$ cat src/rtl/tinyalu_pkg.sv
// Shared types for the ALU593 command sequencer: opcodes, command/response records and FSM states.
package tinyalu_pkg;

  typedef enum logic [3:0] {
    op_nop  = 4'h0,
    op_add  = 4'h1,
    op_and  = 4'h2,
    op_xor  = 4'h3,
    op_mul  = 4'h4,
    op_sp0  = 4'h5,
    op_nop1 = 4'h6,
    op_res1 = 4'h7,
    op_res2 = 4'h8,
    op_res3 = 4'h9
  } alu_opcode_t;

  typedef struct packed {
    alu_opcode_t op;
    logic [7:0]  a;
    logic [7:0]  b;
  } alu_cmd_t;

  typedef struct packed {
    alu_opcode_t op;
    logic [15:0] result;
    logic        error;
    logic        timeout;
  } alu_rsp_t;

  typedef enum logic [1:0] {
    SEQ_IDLE      = 2'd0,
    SEQ_ISSUE_NOP = 2'd1,
    SEQ_WAIT_DONE = 2'd2,
    SEQ_RESP      = 2'd3
  } seq_state_t;

  // Both nop encodings get a single start pulse and never produce a response.
  function automatic logic is_nop_op(alu_opcode_t op);
    return (op == op_nop) || (op == op_nop1);
  endfunction

endpackage

$ cat src/rtl/alu_cmd_sequencer_fifo.sv
// Synchronous command FIFO with full/empty flags; DEPTH must be a power of two, >= 2.
module alu_cmd_fifo #(
  parameter int DEPTH = 4,
  parameter int WIDTH = 20
) (
  input  logic             clk,
  input  logic             reset_n,
  input  logic             push,
  input  logic             pop,
  input  logic [WIDTH-1:0] wdata,
  output logic [WIDTH-1:0] rdata,
  output logic             full,
  output logic             empty
);

  localparam int PTR_W = $clog2(DEPTH);

  logic [WIDTH-1:0] mem [DEPTH];
  logic [PTR_W:0]   wr_ptr;
  logic [PTR_W:0]   rd_ptr;
  logic             do_push;
  logic             do_pop;

  // The extra pointer bit tells a full FIFO apart from an empty one when the indices match.
  assign empty   = (wr_ptr == rd_ptr);
  assign full    = (wr_ptr[PTR_W] != rd_ptr[PTR_W]) &&
                   (wr_ptr[PTR_W-1:0] == rd_ptr[PTR_W-1:0]);
  assign do_push = push && !full;
  assign do_pop  = pop && !empty;
  assign rdata   = mem[rd_ptr[PTR_W-1:0]];

  always_ff @(posedge clk) begin
    if (!reset_n) begin
      wr_ptr <= '0;
      rd_ptr <= '0;
    end else begin
      if (do_push) wr_ptr <= wr_ptr + 1'b1;
      if (do_pop)  rd_ptr <= rd_ptr + 1'b1;
    end
  end

  always_ff @(posedge clk) begin
    if (do_push) mem[wr_ptr[PTR_W-1:0]] <= wdata;
  end

endmodule

$ cat src/rtl/alu_cmd_sequencer.sv
// Initiator for the ALU593 start/done interface: buffers {op,a,b} commands, issues them one at a time,
// and returns {op,result,error,timeout} over a valid/ready response port.
module alu_cmd_sequencer
  import tinyalu_pkg::*;
#(
  parameter int FIFO_DEPTH  = 4,
  parameter int TIMEOUT_CYC = 64
) (
  input  logic        clk,
  input  logic        reset_n,
  input  logic        cmd_valid,
  output logic        cmd_ready,
  input  logic [3:0]  cmd_op,
  input  logic [7:0]  cmd_a,
  input  logic [7:0]  cmd_b,
  output logic        alu_start,
  output logic [3:0]  alu_op,
  output logic [7:0]  alu_a,
  output logic [7:0]  alu_b,
  input  logic        alu_done,
  input  logic [15:0] alu_result,
  input  logic        alu_error,
  output logic        rsp_valid,
  input  logic        rsp_ready,
  output logic [3:0]  rsp_op,
  output logic [15:0] rsp_result,
  output logic        rsp_error,
  output logic        rsp_timeout,
  output logic        busy
);

  localparam int CNT_W = $clog2(TIMEOUT_CYC) + 1;
  localparam logic [CNT_W-1:0] CNT_LAST = CNT_W'(TIMEOUT_CYC - 1);

  localparam logic [1:0] IDLE      = SEQ_IDLE;
  localparam logic [1:0] ISSUE_NOP = SEQ_ISSUE_NOP;
  localparam logic [1:0] WAIT_DONE = SEQ_WAIT_DONE;
  localparam logic [1:0] RESP      = SEQ_RESP;

  logic [1:0]       state;
  logic [CNT_W-1:0] tmo_cnt;
  alu_cmd_t         cmd_in;
  alu_cmd_t         head;
  alu_cmd_t         issue_r;
  alu_rsp_t         rsp_r;
  logic             fifo_full;
  logic             fifo_empty;
  logic             fifo_push;
  logic             fifo_pop;

  assign cmd_in    = {cmd_op, cmd_a, cmd_b};
  assign cmd_ready = !fifo_full;
  assign fifo_push = cmd_valid && cmd_ready;
  assign fifo_pop  = (state == IDLE) && !fifo_empty;

  alu_cmd_fifo #(
    .DEPTH (FIFO_DEPTH),
    .WIDTH ($bits(alu_cmd_t))
  ) u_fifo (
    .clk     (clk),
    .reset_n (reset_n),
    .push    (fifo_push),
    .pop     (fifo_pop),
    .wdata   (cmd_in),
    .rdata   (head),
    .full    (fifo_full),
    .empty   (fifo_empty)
  );

  // One command in flight at a time; alu_start and operands stay registered for the whole transaction.
  always_ff @(posedge clk) begin
    if (!reset_n) begin
      state     <= IDLE;
      tmo_cnt   <= '0;
      issue_r   <= '0;
      alu_start <= 1'b0;
      rsp_valid <= 1'b0;
      rsp_r     <= '0;
    end else begin
      case (state)
        IDLE: begin
          if (!fifo_empty) begin
            issue_r   <= head;
            alu_start <= 1'b1;
            if (is_nop_op(head.op)) begin
              state <= ISSUE_NOP;
            end else begin
              state   <= WAIT_DONE;
              tmo_cnt <= '0;
            end
          end
        end
        ISSUE_NOP: begin
          alu_start <= 1'b0;
          state     <= IDLE;
        end
        WAIT_DONE: begin
          // done is checked first so it wins over an expiring counter in the same cycle
          if (alu_done) begin
            alu_start <= 1'b0;
            rsp_valid <= 1'b1;
            rsp_r     <= '{op: issue_r.op, result: alu_result, error: alu_error, timeout: 1'b0};
            state     <= RESP;
          end else if (tmo_cnt == CNT_LAST) begin
            alu_start <= 1'b0;
            rsp_valid <= 1'b1;
            rsp_r     <= '{op: issue_r.op, result: 16'h0000, error: 1'b0, timeout: 1'b1};
            state     <= RESP;
          end else begin
            tmo_cnt <= tmo_cnt + 1'b1;
          end
        end
        RESP: begin
          if (rsp_ready) begin
            rsp_valid <= 1'b0;
            state     <= IDLE;
          end
        end
        default: begin
          state     <= IDLE;
          alu_start <= 1'b0;
          rsp_valid <= 1'b0;
        end
      endcase
    end
  end

  assign alu_op      = issue_r.op;
  assign alu_a       = issue_r.a;
  assign alu_b       = issue_r.b;
  assign rsp_op      = rsp_r.op;
  assign rsp_result  = rsp_r.result;
  assign rsp_error   = rsp_r.error;
  assign rsp_timeout = rsp_r.timeout;
  assign busy        = !fifo_empty || (state != IDLE);

endmodule
$ cat config.mk
export PLATFORM = sky130hd
export DESIGN_NAME = alu_cmd_sequencer
export DESIGN_NICKNAME = d
export VERILOG_FILES = /design/src/rtl/tinyalu_pkg.sv /design/src/rtl/alu_cmd_sequencer_fifo.sv /design/src/rtl/alu_cmd_sequencer.sv
export SDC_FILE = /design/constraint.sdc
export NUM_CORES = 1
export LEC_CHECK = 0
export BUFFER_PORTS_ARGS = -buffer_cell sky130_fd_sc_hd__buf_4
export CAP_MARGIN = 30
export CORE_MARGIN = 1
export CORE_UTILIZATION = 50
export CTS_BUF_LIST = sky130_fd_sc_hd__clkbuf_16
export DETAILED_ROUTE_END_ITERATION = 8
export GPL_ROUTABILITY_DRIVEN = 0
export PLACE_DENSITY = 0.74
export SYNTH_ARGS = -nofsm -noshare
export SYNTH_HDL_FRONTEND = slang
export SYNTH_SLANG_ARGS = --single-unit
$ cat constraint.sdc
create_clock -name clk -period 2.1 [get_ports clk]
set_input_delay 0 -clock clk [delete_from_list [all_inputs] [get_ports clk]]
set_output_delay 0 -clock clk [all_outputs]
set_load 0.005 [all_outputs]
==> results.md <==
- Outcome: completed
- CTS sink cnt: 141
- WL per Instance: 16.25 microns
- Drt total wl: about 11000 microns
- CTS tree: yes
- Final Hold Vio Count: 0
- CP bufs+invs: 0
- Unrepaired setup endpoints after global routing: no
- Initial Utilization: 0.5251
- Final min period: 2037 ps
- Clock latency at the later pin of the worst-skew pair: around 420 ps
- Commonest cells in the netlist: edfxtp_1, dfxtp_1, nand2_1, nor2b_1, a21boi_1
- Antenna Nets Post-Route: 0
- Placed cell area: 6442 sq um
- Synth top area cells: edfxtp_1, dfxtp_1, mux4_2
- Port Buffers: 87
- Sequential fraction of the synthesis area: 0.6567
- CP max stage delay: ~540 ps
- Clock tree buffer depth: 2
- Critical Path Start Type: flip-flop
- Mapped Cells: 400
- Post-synth ARST share: 0
- Remaining Overflow, GRT: 0
- CP max FO: 4
- Slew Limit Fails: 0
- R2R setup slack: 60 ps
- Global-route usage over all layers: 0.2122
- CP top delay family: multiplexers
- Most frequent cell after synthesis: edfxtp_1
- Vias in the first global route: 3705
- Leakage: between 2 and 3 nW
- Nets@finish: 595
- Ys flop type: edfxtp_1
- Fmax: 490.9 MHz
- Cell Chain, Critical Path: mux4_2 -> xor2_2 -> a211oi_2 -> or3_4 -> o41ai_2
- IO Pins: a little under 90
- Fraction of layout cells with a size suffix above 1: 0.2944
- PnR Total Power: 9.049 mW
- DR vias: 3633
- Dpl hpwl: 6873 microns
- TritonRoute pass-1 iters: 4
- Hold WS: 118.9 ps
- Area grow syn2layout: 36.69%
- Yosys warns: 0
- Top cell type's share of synthesized area: 0.4354
- Net Sw Frac: 0.2684
- WS Path Type: flip-flop to flip-flop
- Final setup viols: 0
- Syn_nets: 451
- Crit-path slowest cell: mux4_2
- Diode count: 0
- CTS clock-pin slew for the worst setup and hold paths: 60 ps
- Flops & latches, synth: 141
- DRT iter0 DRCs: 156
- Clk_skew: 9.234 ps
- WP data arrival: between 2000 and 2500 ps
- Flop pwr share: 0.383
- Largest net degree at the start of global routing: 41
- # DRC: 0
- Number of synthesized flops with an enable pin: 80
- Vias per inst: ~5.2
- CTS Root Cell: clkbuf_16
- Storage element area: 3627 sq um
- Post-synth cell types: 41
- Pwr Density: around 1200 nW/um^2
- Synth Cell Area: 5518 sq um
- Initial antenna violation count: 0
- H-tree levels: 4
- Post-route cell area: 7542 sq um
- Final core occ: 0.7177
- Period utilisation layout: 0.9701
- Internal: 6.620 mW
- HP Class: input port to flip-flop
- Core area: 10510 sq um
- Fin Setup TNS: 0 ps
- Crit path required time: 2410 ps
- Max cap viols: 0
- CP Capture Type: flip-flop
- Multi-input gate area: 1794 sq um
- # rows: 37
- Relative slew slack: 0.5844
- Post-synth top area cell: edfxtp_1
- Avg Inst Size Synth: 13.79 sq um
- VDD IR max: ~0.86 mV
- Sw power: 2.429 mW
- Die ar.: 11460 sq um
- Fillers: 670
- First-pass GRT wire length: 17990 microns
- Logic pwr share: 0.251
- Die X: between 100 and 150 microns
- Clock power share: 0.366
- Worst-Margin Slew: 623.4 ps
- CTS Buf Count: 17
- Die Ht: 107.1 microns
power by group through the flow:
stage	combinational, mW	sequential (mW)	clock [mW]
6_report	2.27	3.46	3.32
5_1_grt	2.51	3.50	3.51
4_1_cts	2.25	3.46	3.38
3_5_place_dp	2.18	3.51	0
3_3_place_gp	2.14	3.49	0
2_1_floorplan	1.28	3.49	0
worst paths after layout:
check | from | end | cells past startpoint
worst max register to register | flip-flop | tmo_cnt[5] | 5
worst min register to register | alu_a[1] | alu_a[1] | 2
worst max-delay path | flip-flop | tmo_cnt[5] | 5
worst min-delay path | cmd_valid | u_fifo.wr_ptr[1] | 5
what timing repair did:
item / in CTS / in global routing
endpoints found under the hold margin: 100 / 0
setup buffers: 0 / 1
resized for setup: 1 / 3
pin swaps: 0 / 1
hold buffers: 41 / 0
endpoints found under the setup margin: 1 / 5
cells by family (layout without fill, tap and decap cells):
logic type                 count (synthesis)  count (layout)  share of synthesized area
and+or+nand+nor                          120             120                     0.1075
AOI/OAI and AO/OA                         66              66                    0.08957
xor gates and xnor gates                   9               9                    0.01565
adders and majority gates                  9               9                    0.02041
muxes                                     25              25                    0.08912
buffers and inverters                     30             187                    0.02109
DFF                                      141             141                     0.6567
flip-flops by register name (all words and copies together) (netlist names), named ones only:
| name | cells |
|---|---|
| u_fifo.mem | 80 |
| rsp_result | 16 |
| alu_a | 8 |
| alu_b | 8 |
| tmo_cnt | 7 |
| alu_op | 4 |
| rsp_op | 4 |
| u_fifo.rd_ptr | 3 |
| u_fifo.wr_ptr | 3 |
| state | 2 |
| alu_start | 1 |
| rsp_error | 1 |
| rsp_timeout | 1 |
| rsp_valid | 1 |
final cells by class:
class	instances	area share
clock buffer	17	0.05640
clock inverter	15	0.03218
inverter	9	0.004479
multi-input combinational	229	0.2379
sequential	141	0.4809
tap	136	0.02256
timing repair buffer	146	0.1656
cell usage in the layout, fill, tap and decap left out, types with 2 or more instances in the layout:
cell type        n
and2_1           9
a21oi_1          2
nand4_1          4
o22ai_1          6
clkinv_2         3
mux2i_1          6
dlygate4sd3_1   41
inv_1            9
nand2b_1         4
xnor2_1          5
edfxtp_1        80
nor2b_1         25
mux4_2          18
nand2_1         61
clkbuf_16       17
nor3_1           2
buf_12           4
ha_1             9
a31oi_1          2
nand3_1          5
or3b_2           2
o21ai_0          5
buf_4          101
o211a_1          2
xor2_1           3
a21boi_1        21
nor3_2           2
nor2_1           3
inv_6            2
a211oi_1         2
bufinv_16        6
clkinv_4         3
dfxtp_1         60
a22oi_1         17
stage by stage:
step,worst slack [ps],instances
2_1_floorplan,68.90,400
3_3_place_gp,66.88,619
3_5_place_dp,-16.91,619
4_1_cts,30.30,692
5_1_grt,1.293,693
6_report,62.73,693
worst register-to-register path, cell delays in order (launching register included):
cell and delay (ps):
dfxtp_4 370, mux4_2 540, xor2_2 210, a211oi_2 70, or3_4 410, o41ai_2 330
layer usage:
layer	vias to the layer above	part of all wire	global-route usage
met4	0	0.014	0.08219
li1	1762	-	-
met1	1746	0.43	0.2455
met5	-	0	0
met2	112	0.51	0.3760
met3	13	0.047	0.05471
No activity file was read; power rests on OpenSTA's default activity.
